==> src/rtl/arm_operand_pkg.sv <==
// Shared definitions for the ARM data-processing immediate encoder and decoder.
// Holds field widths, the encoder state type and the even-rotation helpers.
package arm_operand_pkg;

    localparam int ROT_STEPS = 16;
    localparam int IMM8_W    = 8;
    localparam int IMM12_W   = 12;

    typedef enum logic [1:0] {
        ST_IDLE,
        ST_SEARCH,
        ST_SEARCH_INV,
        ST_DONE
    } enc_state_e;

    // Rotate left by 2*r: the upper half of the doubled word shifted left is the rotation.
    function automatic logic [31:0] rol2r(input logic [31:0] v, input logic [3:0] r);
        logic [63:0] dbl;
        dbl = {v, v} << {r, 1'b0};
        return dbl[63:32];
    endfunction

    // Decoder counterpart: rotate right by 2*r.
    function automatic logic [31:0] ror2r(input logic [31:0] v, input logic [3:0] r);
        logic [63:0] dbl;
        dbl = {v, v} >> {r, 1'b0};
        return dbl[31:0];
    endfunction

endpackage

==> src/rtl/imm_rotate_encoder_if.sv <==
// Request/response handshake bundle between the assembler front end and the immediate encoder.
interface imm_rotate_encoder_if;
    import arm_operand_pkg::*;

    logic                 req_valid;
    logic                 req_ready;
    logic [31:0]          req_value;
    logic                 req_inv_ok;
    logic                 abort;
    logic                 resp_valid;
    logic                 resp_ready;
    logic                 resp_found;
    logic                 resp_inverted;
    logic [IMM12_W-1:0]   resp_imm12;
    logic                 resp_carry;
    logic                 resp_carry_is_cin;

    modport master (
        output req_valid, req_value, req_inv_ok, abort, resp_ready,
        input  req_ready, resp_valid, resp_found, resp_inverted, resp_imm12,
               resp_carry, resp_carry_is_cin
    );

    modport slave (
        input  req_valid, req_value, req_inv_ok, abort, resp_ready,
        output req_ready, resp_valid, resp_found, resp_inverted, resp_imm12,
               resp_carry, resp_carry_is_cin
    );

endinterface

==> src/rtl/imm_rotate_encoder_rot_check.sv <==
// Single-rotation test: does cand rotated left by 2*r fit in the low eight bits?
module imm_rot_check
    import arm_operand_pkg::*;
(
    input  logic [31:0]       cand,
    input  logic [3:0]        r,
    output logic              hit,
    output logic [IMM8_W-1:0] imm8
);

    logic [31:0] rol;

    always_comb begin
        rol  = rol2r(cand, r);
        hit  = (rol[31:IMM8_W] == '0);
        imm8 = rol[IMM8_W-1:0];
    end

endmodule

==> src/rtl/imm_rotate_encoder.sv <==
// Iterative {rot4, imm8} encoder: tries one even rotation per cycle, optionally
// followed by a second pass over the complemented operand.
module imm_rotate_encoder
    import arm_operand_pkg::*;
#(
    parameter bit ENABLE_INVERT = 1'b1
) (
    input  logic                     clk,
    input  logic                     reset_n,
    imm_rotate_encoder_if.slave      bus
);

    enc_state_e          state_q, state_d;
    logic [31:0]         cand_q, cand_d;
    logic [3:0]          r_q, r_d;
    logic                inv_allowed_q, inv_allowed_d;
    logic                req_ready_q, req_ready_d;
    logic                resp_valid_q, resp_valid_d;
    logic                resp_found_q, resp_found_d;
    logic                resp_inverted_q, resp_inverted_d;
    logic [IMM12_W-1:0]  resp_imm12_q, resp_imm12_d;
    logic                resp_carry_q, resp_carry_d;
    logic                resp_carry_is_cin_q, resp_carry_is_cin_d;

    logic                hit;
    logic [IMM8_W-1:0]   imm8;

    imm_rot_check u_rot_check (
        .cand (cand_q),
        .r    (r_q),
        .hit  (hit),
        .imm8 (imm8)
    );

    always_comb begin
        state_d             = state_q;
        cand_d              = cand_q;
        r_d                 = r_q;
        inv_allowed_d       = inv_allowed_q;
        req_ready_d         = req_ready_q;
        resp_valid_d        = resp_valid_q;
        resp_found_d        = resp_found_q;
        resp_inverted_d     = resp_inverted_q;
        resp_imm12_d        = resp_imm12_q;
        resp_carry_d        = resp_carry_q;
        resp_carry_is_cin_d = resp_carry_is_cin_q;

        unique case (state_q)
            ST_IDLE: begin
                if (bus.req_valid && req_ready_q) begin
                    cand_d        = bus.req_value;
                    inv_allowed_d = bus.req_inv_ok && ENABLE_INVERT;
                    r_d           = 4'd0;
                    req_ready_d   = 1'b0;
                    state_d       = ST_SEARCH;
                end
            end

            ST_SEARCH, ST_SEARCH_INV: begin
                if (bus.abort) begin
                    req_ready_d = 1'b1;
                    state_d     = ST_IDLE;
                end else if (hit) begin
                    resp_valid_d        = 1'b1;
                    resp_found_d        = 1'b1;
                    resp_inverted_d     = (state_q == ST_SEARCH_INV);
                    resp_imm12_d        = {r_q, imm8};
                    // Encoded value's bit 31 is the candidate's bit 31, whichever pass found it.
                    resp_carry_d        = (r_q != 4'd0) && cand_q[31];
                    resp_carry_is_cin_d = (r_q == 4'd0);
                    state_d             = ST_DONE;
                end else if (r_q != 4'(ROT_STEPS - 1)) begin
                    r_d = r_q + 4'd1;
                end else if (state_q == ST_SEARCH && inv_allowed_q) begin
                    cand_d  = ~cand_q;
                    r_d     = 4'd0;
                    state_d = ST_SEARCH_INV;
                end else begin
                    resp_valid_d        = 1'b1;
                    resp_found_d        = 1'b0;
                    resp_inverted_d     = 1'b0;
                    resp_imm12_d        = '0;
                    resp_carry_d        = 1'b0;
                    resp_carry_is_cin_d = 1'b0;
                    state_d             = ST_DONE;
                end
            end

            ST_DONE: begin
                if (bus.abort || bus.resp_ready) begin
                    resp_valid_d        = 1'b0;
                    resp_found_d        = 1'b0;
                    resp_inverted_d     = 1'b0;
                    resp_imm12_d        = '0;
                    resp_carry_d        = 1'b0;
                    resp_carry_is_cin_d = 1'b0;
                    req_ready_d         = 1'b1;
                    state_d             = ST_IDLE;
                end
            end

            default: begin
                req_ready_d  = 1'b1;
                resp_valid_d = 1'b0;
                state_d      = ST_IDLE;
            end
        endcase
    end

    always_ff @(posedge clk or negedge reset_n) begin
        if (!reset_n) begin
            state_q             <= ST_IDLE;
            cand_q              <= '0;
            r_q                 <= '0;
            inv_allowed_q       <= 1'b0;
            req_ready_q         <= 1'b1;
            resp_valid_q        <= 1'b0;
            resp_found_q        <= 1'b0;
            resp_inverted_q     <= 1'b0;
            resp_imm12_q        <= '0;
            resp_carry_q        <= 1'b0;
            resp_carry_is_cin_q <= 1'b0;
        end else begin
            state_q             <= state_d;
            cand_q              <= cand_d;
            r_q                 <= r_d;
            inv_allowed_q       <= inv_allowed_d;
            req_ready_q         <= req_ready_d;
            resp_valid_q        <= resp_valid_d;
            resp_found_q        <= resp_found_d;
            resp_inverted_q     <= resp_inverted_d;
            resp_imm12_q        <= resp_imm12_d;
            resp_carry_q        <= resp_carry_d;
            resp_carry_is_cin_q <= resp_carry_is_cin_d;
        end
    end

    assign bus.req_ready         = req_ready_q;
    assign bus.resp_valid        = resp_valid_q;
    assign bus.resp_found        = resp_found_q;
    assign bus.resp_inverted     = resp_inverted_q;
    assign bus.resp_imm12        = resp_imm12_q;
    assign bus.resp_carry        = resp_carry_q;
    assign bus.resp_carry_is_cin = resp_carry_is_cin_q;

endmodule

==> src/flat_wrapper.sv <==
// flat-port wrapper written by rule: the top's interface ports become plain ports
module imm_rotate_encoder_flat import arm_operand_pkg::*;
#(
    parameter bit ENABLE_INVERT = 1'b1
)
  (clk, reset_n, bus_req_valid, bus_req_value, bus_req_inv_ok, bus_abort, bus_resp_ready, bus_req_ready, bus_resp_valid, bus_resp_found, bus_resp_inverted, bus_resp_imm12, bus_resp_carry, bus_resp_carry_is_cin);
  imm_rotate_encoder_if bus_i ();
  input  logic clk;
  input  logic reset_n;
  input wire logic [$bits(bus_i.req_valid)-1:0] bus_req_valid;
  input wire logic [$bits(bus_i.req_value)-1:0] bus_req_value;
  input wire logic [$bits(bus_i.req_inv_ok)-1:0] bus_req_inv_ok;
  input wire logic [$bits(bus_i.abort)-1:0] bus_abort;
  input wire logic [$bits(bus_i.resp_ready)-1:0] bus_resp_ready;
  output wire logic [$bits(bus_i.req_ready)-1:0] bus_req_ready;
  output wire logic [$bits(bus_i.resp_valid)-1:0] bus_resp_valid;
  output wire logic [$bits(bus_i.resp_found)-1:0] bus_resp_found;
  output wire logic [$bits(bus_i.resp_inverted)-1:0] bus_resp_inverted;
  output wire logic [$bits(bus_i.resp_imm12)-1:0] bus_resp_imm12;
  output wire logic [$bits(bus_i.resp_carry)-1:0] bus_resp_carry;
  output wire logic [$bits(bus_i.resp_carry_is_cin)-1:0] bus_resp_carry_is_cin;
  assign bus_i.req_valid = bus_req_valid;
  assign bus_i.req_value = bus_req_value;
  assign bus_i.req_inv_ok = bus_req_inv_ok;
  assign bus_i.abort = bus_abort;
  assign bus_i.resp_ready = bus_resp_ready;
  assign bus_req_ready = bus_i.req_ready;
  assign bus_resp_valid = bus_i.resp_valid;
  assign bus_resp_found = bus_i.resp_found;
  assign bus_resp_inverted = bus_i.resp_inverted;
  assign bus_resp_imm12 = bus_i.resp_imm12;
  assign bus_resp_carry = bus_i.resp_carry;
  assign bus_resp_carry_is_cin = bus_i.resp_carry_is_cin;
  imm_rotate_encoder #(.ENABLE_INVERT(ENABLE_INVERT)) u_core (.clk(clk), .reset_n(reset_n), .bus(bus_i));
endmodule
==> config.mk <==
export PLATFORM = sky130hd
export DESIGN_NAME = imm_rotate_encoder_flat
export DESIGN_NICKNAME = d
export VERILOG_FILES = /design/src/rtl/arm_operand_pkg.sv /design/src/rtl/imm_rotate_encoder_if.sv /design/src/rtl/imm_rotate_encoder_rot_check.sv /design/src/rtl/imm_rotate_encoder.sv /design/src/flat_wrapper.sv
export SDC_FILE = /design/constraint.sdc
export NUM_CORES = 1
export LEC_CHECK = 0
export CAP_MARGIN = 5
export CELL_PAD_IN_SITES_DETAIL_PLACEMENT = 0
export CELL_PAD_IN_SITES_GLOBAL_PLACEMENT = 2
export CORE_ASPECT_RATIO = 0.8
export CORE_MARGIN = 10
export CORE_UTILIZATION = 30
export DETAILED_ROUTE_END_ITERATION = 10
export PLACE_DENSITY_LB_ADDON = 0.1
export SYNTH_ARGS = -nofsm -noshare
export SYNTH_HDL_FRONTEND = slang
export SYNTH_SLANG_ARGS = --single-unit
==> constraint.sdc <==
create_clock -name clk -period 4.15 [get_ports clk]
set_input_delay 1.245 -clock clk [delete_from_list [all_inputs] [get_ports clk]]
set_output_delay 1.245 -clock clk [all_outputs]
set_load 0.02 [all_outputs]
==> impl_metrics.prom <==
# TYPE chip_impl_metric gauge
chip_impl_metric{name="std_cell_rows",unit=""} 40
chip_impl_metric{name="share_of_synthesized_registers_carrying_an_async_set_or_reset",unit="%"} 100.0
chip_impl_metric{name="detail_route.wirelength.met1",unit="um"} 7924
chip_impl_info{name="critPathCaptureType",value="flop"} 1
chip_impl_metric{name="cts_hold_repair.buffers",unit=""} 0
chip_impl_info{name="hp-class",value="flop to flop"} 1
chip_impl_metric{name="drtAntennaViolNets",unit=""} 0
chip_impl_info{name="status",value="complete, no violations"} 1
chip_impl_metric{name="post_synth_num_cell_types",unit=""} 60
chip_impl_info{name="crit_path_cell_trace",value="buf_4 > mux4_2 > a2111oi_0 > a22oi_1 > or3b_1 > a311o_2 > mux2_1"} 1
chip_impl_metric{name="worst_setup_hold_path_clk_slew",unit="ns"} 0.06
chip_impl_metric{name="numCtsBuffers",unit=""} 9
chip_impl_metric{name="p_sw_share",unit="%"} 46.63
chip_impl_metric{name="critPathMaxStageDelay",unit="ns"} 0.59
chip_impl_metric{name="slew-limit-headroom",unit="%"} 46.52
chip_impl_metric{name="grt_overflow",unit=""} 0
chip_impl_metric{name="number_of_remaining_drc_errors",unit=""} 0
chip_impl_metric{name="detailroute.wirelength.met2",unit="um"} 6728
chip_impl_metric{name="global_route_wire_length_before_repair",unit="um"} 25280
chip_impl_metric{name="nets",unit=""} 546
chip_impl_metric{name="routed_wl_per_cell",unit="um"} 22.39
chip_impl_metric{name="pwr-share-clk",unit="%"} 17.0
chip_impl_metric{name="floorplan.die.width",unit="um"} 159.3
chip_impl_metric{name="via_per_inst",unit=""} 5.521
chip_impl_metric{name="antenna_found_initial",unit=""} 0
chip_impl_metric{name="hold_path_depth",unit=""} 1
chip_impl_info{name="critical-path-slowest-cell",value="dfrtp_2"} 1
chip_impl_metric{name="fmax",unit="MHz"} 258.8
chip_impl_metric{name="first_pass_iters",unit=""} 7
chip_impl_metric{name="crit_arrival",unit="ns"} 4.09
chip_impl_info{name="ys_dominant_reg_cell",value="dfrtp_1"} 1
chip_impl_metric{name="final-hold-violation-count",unit=""} 0
chip_impl_metric{name="grt_use_total",unit="%"} 15.21
chip_impl_metric{name="synthCells",unit=""} 455
chip_impl_metric{name="routed_via_count",unit=""} 3953
chip_impl_metric{name="clock-sinks",unit=""} 57
chip_impl_metric{name="finalCriticalPeriod",unit="ns"} 3.863
chip_impl_metric{name="synth.avg_cell_area",unit="um^2"} 10.23
chip_impl_metric{name="area_enclosed_by_the_die_boundary",unit="um^2"} 20930
chip_impl_metric{name="chipHeight",unit="um"} 131.4
chip_impl_metric{name="total_switching_power",unit="mW"} 2.459
chip_impl_metric{name="fin_worst_skew",unit="ns"} 0.005976
chip_impl_metric{name="dr_wl_met3",unit="um"} 1139
chip_impl_info{name="cts_tree",value="built"} 1
chip_impl_metric{name="area_growth",unit="%"} 24.60
chip_impl_metric{name="max_cap_viol_count",unit=""} 0
chip_impl_metric{name="gpl.final_weighted_congestion",unit=""} 0.9246
chip_impl_metric{name="timing.final.setup_violations",unit=""} 0
chip_impl_info{name="top_sig_layer",value="met4"} 1
chip_impl_metric{name="synth_enable_flop_cells",unit=""} 0
chip_impl_metric{name="start_util",unit="%"} 30.79
chip_impl_info{name="synth_area_leaders",value="dfrtp_1 30%, mux2i_1 16%, mux4_2 15%"} 1
chip_impl_metric{name="drive_above_1_share",unit="%"} 17.59
chip_impl_metric{name="io_pins",unit=""} 56
chip_impl_metric{name="power-per-cell-area",unit="nW/um^2"} 909.4
chip_impl_metric{name="cp_num_buf_inv",unit=""} 1
chip_impl_metric{name="layoutNonFillerInstCount",unit=""} 716
chip_impl_metric{name="vdd.ir_drop.worst",unit="uV"} 287.9
chip_impl_metric{name="finalCritPeriodShare",unit="%"} 93.09
chip_impl_metric{name="setup-tns-final",unit="ns"} 0
chip_impl_metric{name="htree_num_levels",unit=""} 3
chip_impl_info{name="timing_worst_setup_path_type",value="flop to flop"} 1
chip_impl_info{name="worst_path_dominant_cell_family",value="compound AO/OA/AOI/OAI gates"} 1
chip_impl_metric{name="clk_latency",unit="ns"} 0.34
chip_impl_metric{name="detailed_place_hpwl",unit="um"} 11710
chip_impl_metric{name="cp.depth",unit=""} 7
chip_impl_metric{name="internal_power_consumption",unit="mW"} 2.815
chip_impl_metric{name="yosys.area.top_type_share",unit="%"} 30.11
chip_impl_metric{name="critical_path_peak_fanout",unit=""} 30
chip_impl_metric{name="final-max-slew-violation-count",unit=""} 0
chip_impl_metric{name="first_iter_violations",unit=""} 434
chip_impl_metric{name="pwr-share-comb",unit="%"} 58.8
chip_impl_info{name="grt_setup_unrepaired",value="false"} 1
chip_impl_metric{name="grt_start_max_net_pins",unit=""} 34
chip_impl_metric{name="max_slew.worst_pin.slew",unit="ns"} 0.8022
chip_impl_metric{name="seqPwrFrac",unit="%"} 24.2
chip_impl_metric{name="synth_area",unit="um^2"} 4654
chip_impl_metric{name="floorplan.core_area",unit="um^2"} 15110
chip_impl_metric{name="synth_seq_area_share",unit="%"} 30.67
chip_impl_metric{name="ys_seq_elements",unit=""} 57
chip_impl_info{name="buffer_cell_driving_the_clock_tree_root",value="clkbuf_16"} 1
chip_impl_metric{name="numPlacedInstances",unit=""} 700
chip_impl_metric{name="buffer_ports.inserted",unit=""} 55
chip_impl_info{name="start_kind",value="flop"} 1
chip_impl_metric{name="required",unit="ns"} 4.38
chip_impl_metric{name="num_antenna_cells",unit=""} 0
chip_impl_metric{name="leakage",unit="nW"} 2.607
chip_impl_metric{name="clk_path_buf_depth",unit=""} 2
chip_impl_info{name="netlist.top_cell.by_area",value="dfrtp_1"} 1
chip_impl_metric{name="wirelength",unit="um"} 16030
chip_impl_metric{name="ys_warn_count",unit=""} 0
chip_impl_metric{name="ff2ff_path_depth",unit=""} 7
chip_impl_metric{name="synthesis.nets",unit=""} 500
chip_impl_metric{name="via_count_of_the_first_global_routing_pass",unit=""} 4000
-- flip-flops by register name, summed over array words and instances (netlist names) --
| signal | count |
|---|---|
| u_core.cand_q | 32 |
| u_core.bus.resp_imm12 | 12 |
| u_core.r_q | 4 |
| u_core.state_q | 2 |
| u_core.bus.req_ready | 1 |
| u_core.bus.resp_carry | 1 |
| u_core.bus.resp_carry_is_cin | 1 |
| u_core.bus.resp_found | 1 |
| u_core.bus.resp_inverted | 1 |
| u_core.bus.resp_valid | 1 |
| u_core.inv_allowed_q | 1 |
-- through the flow --
step / hold slack, ns / util, % / cell area (um^2) / power, mW / setup slack (ns)
6_report: 0.4814 / 38.37 / 5799 / 5.274 / 0.2866
5_1_grt: 0.5190 / 38.37 / 5799 / 5.643 / 0.08158
4_1_cts: 0.4852 / 38.36 / 5798 / 5.275 / 0.2717
3_5_place_dp: 0.4729 / 36.04 / 5448 / 4.357 / 0.2978
3_3_place_gp: 0.4645 / 36.04 / 5448 / 4.344 / 0.2206
2_1_floorplan: 0.4939 / - / 4654 / 3.396 / 1.103
-- power groups by stage --
stage | Combinational [mW] | Sequential (mW) | Clock (mW)
floorplan | 2.43 | 0.962 | 0
global placement | 3.08 | 1.26 | 0
detailed placement | 3.09 | 1.26 | 0
CTS | 3.10 | 1.26 | 0.920
global route | 3.39 | 1.31 | 0.943
finish | 3.10 | 1.28 | 0.897
-- Yosys cell counts, types with 2 or more instances --
master,count
a22o_1,13
ha_1,7
nor2_1,25
a311oi_1,3
o221ai_1,3
nor4_1,6
buf_1,5
nand3_1,3
a21o_1,2
clkbuf_1,21
o211ai_1,5
a2111oi_0,2
o2111ai_1,2
o31ai_1,2
or2_2,2
mux2i_1,74
a311o_1,3
o21ai_0,11
mux4_2,31
buf_6,5
a31oi_1,6
buf_2,10
and3_1,2
nor3b_1,9
mux2_1,2
nand2b_1,4
a211oi_1,7
a32o_1,2
a21oi_1,9
inv_1,39
a22oi_1,2
dfrtp_1,56
o211a_1,2
nor3_1,23
nand2_1,20
clkinv_1,2
a211o_1,2
mux2_2,9
and2_1,3
-- path summary, 6_finish.rpt --
path / start / endpoint / slack, ns
max: u_core.r_q[0] / u_core.bus.resp_carry / 0.29
min: u_core.bus.resp_found / u_core.bus.resp_found / 0.48
max reg2reg: u_core.r_q[0] / u_core.bus.resp_carry / 0.29
min reg2reg: u_core.bus.resp_found / u_core.bus.resp_found / 0.48
max in group asynchronous: reset_n / u_core.cand_q[5] / 2.32
min in group asynchronous: reset_n / u_core.bus.resp_imm12[7] / 0.99
-- cell type report --
class,instances,area (um^2)
sequential,57,1429
multi-input combinational,314,2860
clock buffer,9,225.2
tap,210,262.8
timing repair buffer,78,743.2
inverter,41,153.9
fill,1508,9315
clock inverter,7,125.1
-- cell families (layout without fill, tap and decap cells) --
kind of cell	Yosys count	in the layout	share of synthesized area, %
adders and majority gates	7	7	1.882
AOI/OAI and AO/OA	85	85	14.17
muxes	116	116	33.58
buffers and inverters	84	135	7.957
and+or+nand+nor	106	106	11.75
DFF	57	57	30.67
-- placed cells by master, fill, tap and decap left out, drive strengths merged, types with 3 or more instances in the layout --
cell,Yosys,final
a2111oi,4,4
a211oi,7,7
a21oi,9,9
a22o,13,13
a311o,3,3
a311oi,3,3
a31oi,6,6
and2,3,3
buf,21,24
bufinv,0,3
clkbuf,22,9
clkdlybuf4s50,0,54
clkinv,2,4
dfrtp,56,56
ha,7,7
inv,39,41
mux2,11,11
mux2i,74,74
mux4,31,31
nand2,20,20
nand2b,4,4
nand3,3,3
nor2,25,25
nor3,24,24
nor3b,9,9
nor4,6,6
o211ai,5,5
o21ai,11,11
o221ai,3,3
-- metal layers --
metal	GRT usage [%]	up-vias
li1	-	1805
met1	22.70	1971
met2	21.05	156
met3	3.558	21
met4	4.265	0
met5	0	-
-- repair_timing --
| item | CTS | global route |
|---|---|---|
| setup endpoints to repair | 0 | 2 |
| hold endpoints to repair | 0 | 0 |
| setup buffers | 0 | 0 |
| resized for setup | 0 | 1 |
Note: power is estimated with default switching activity, not from simulation.
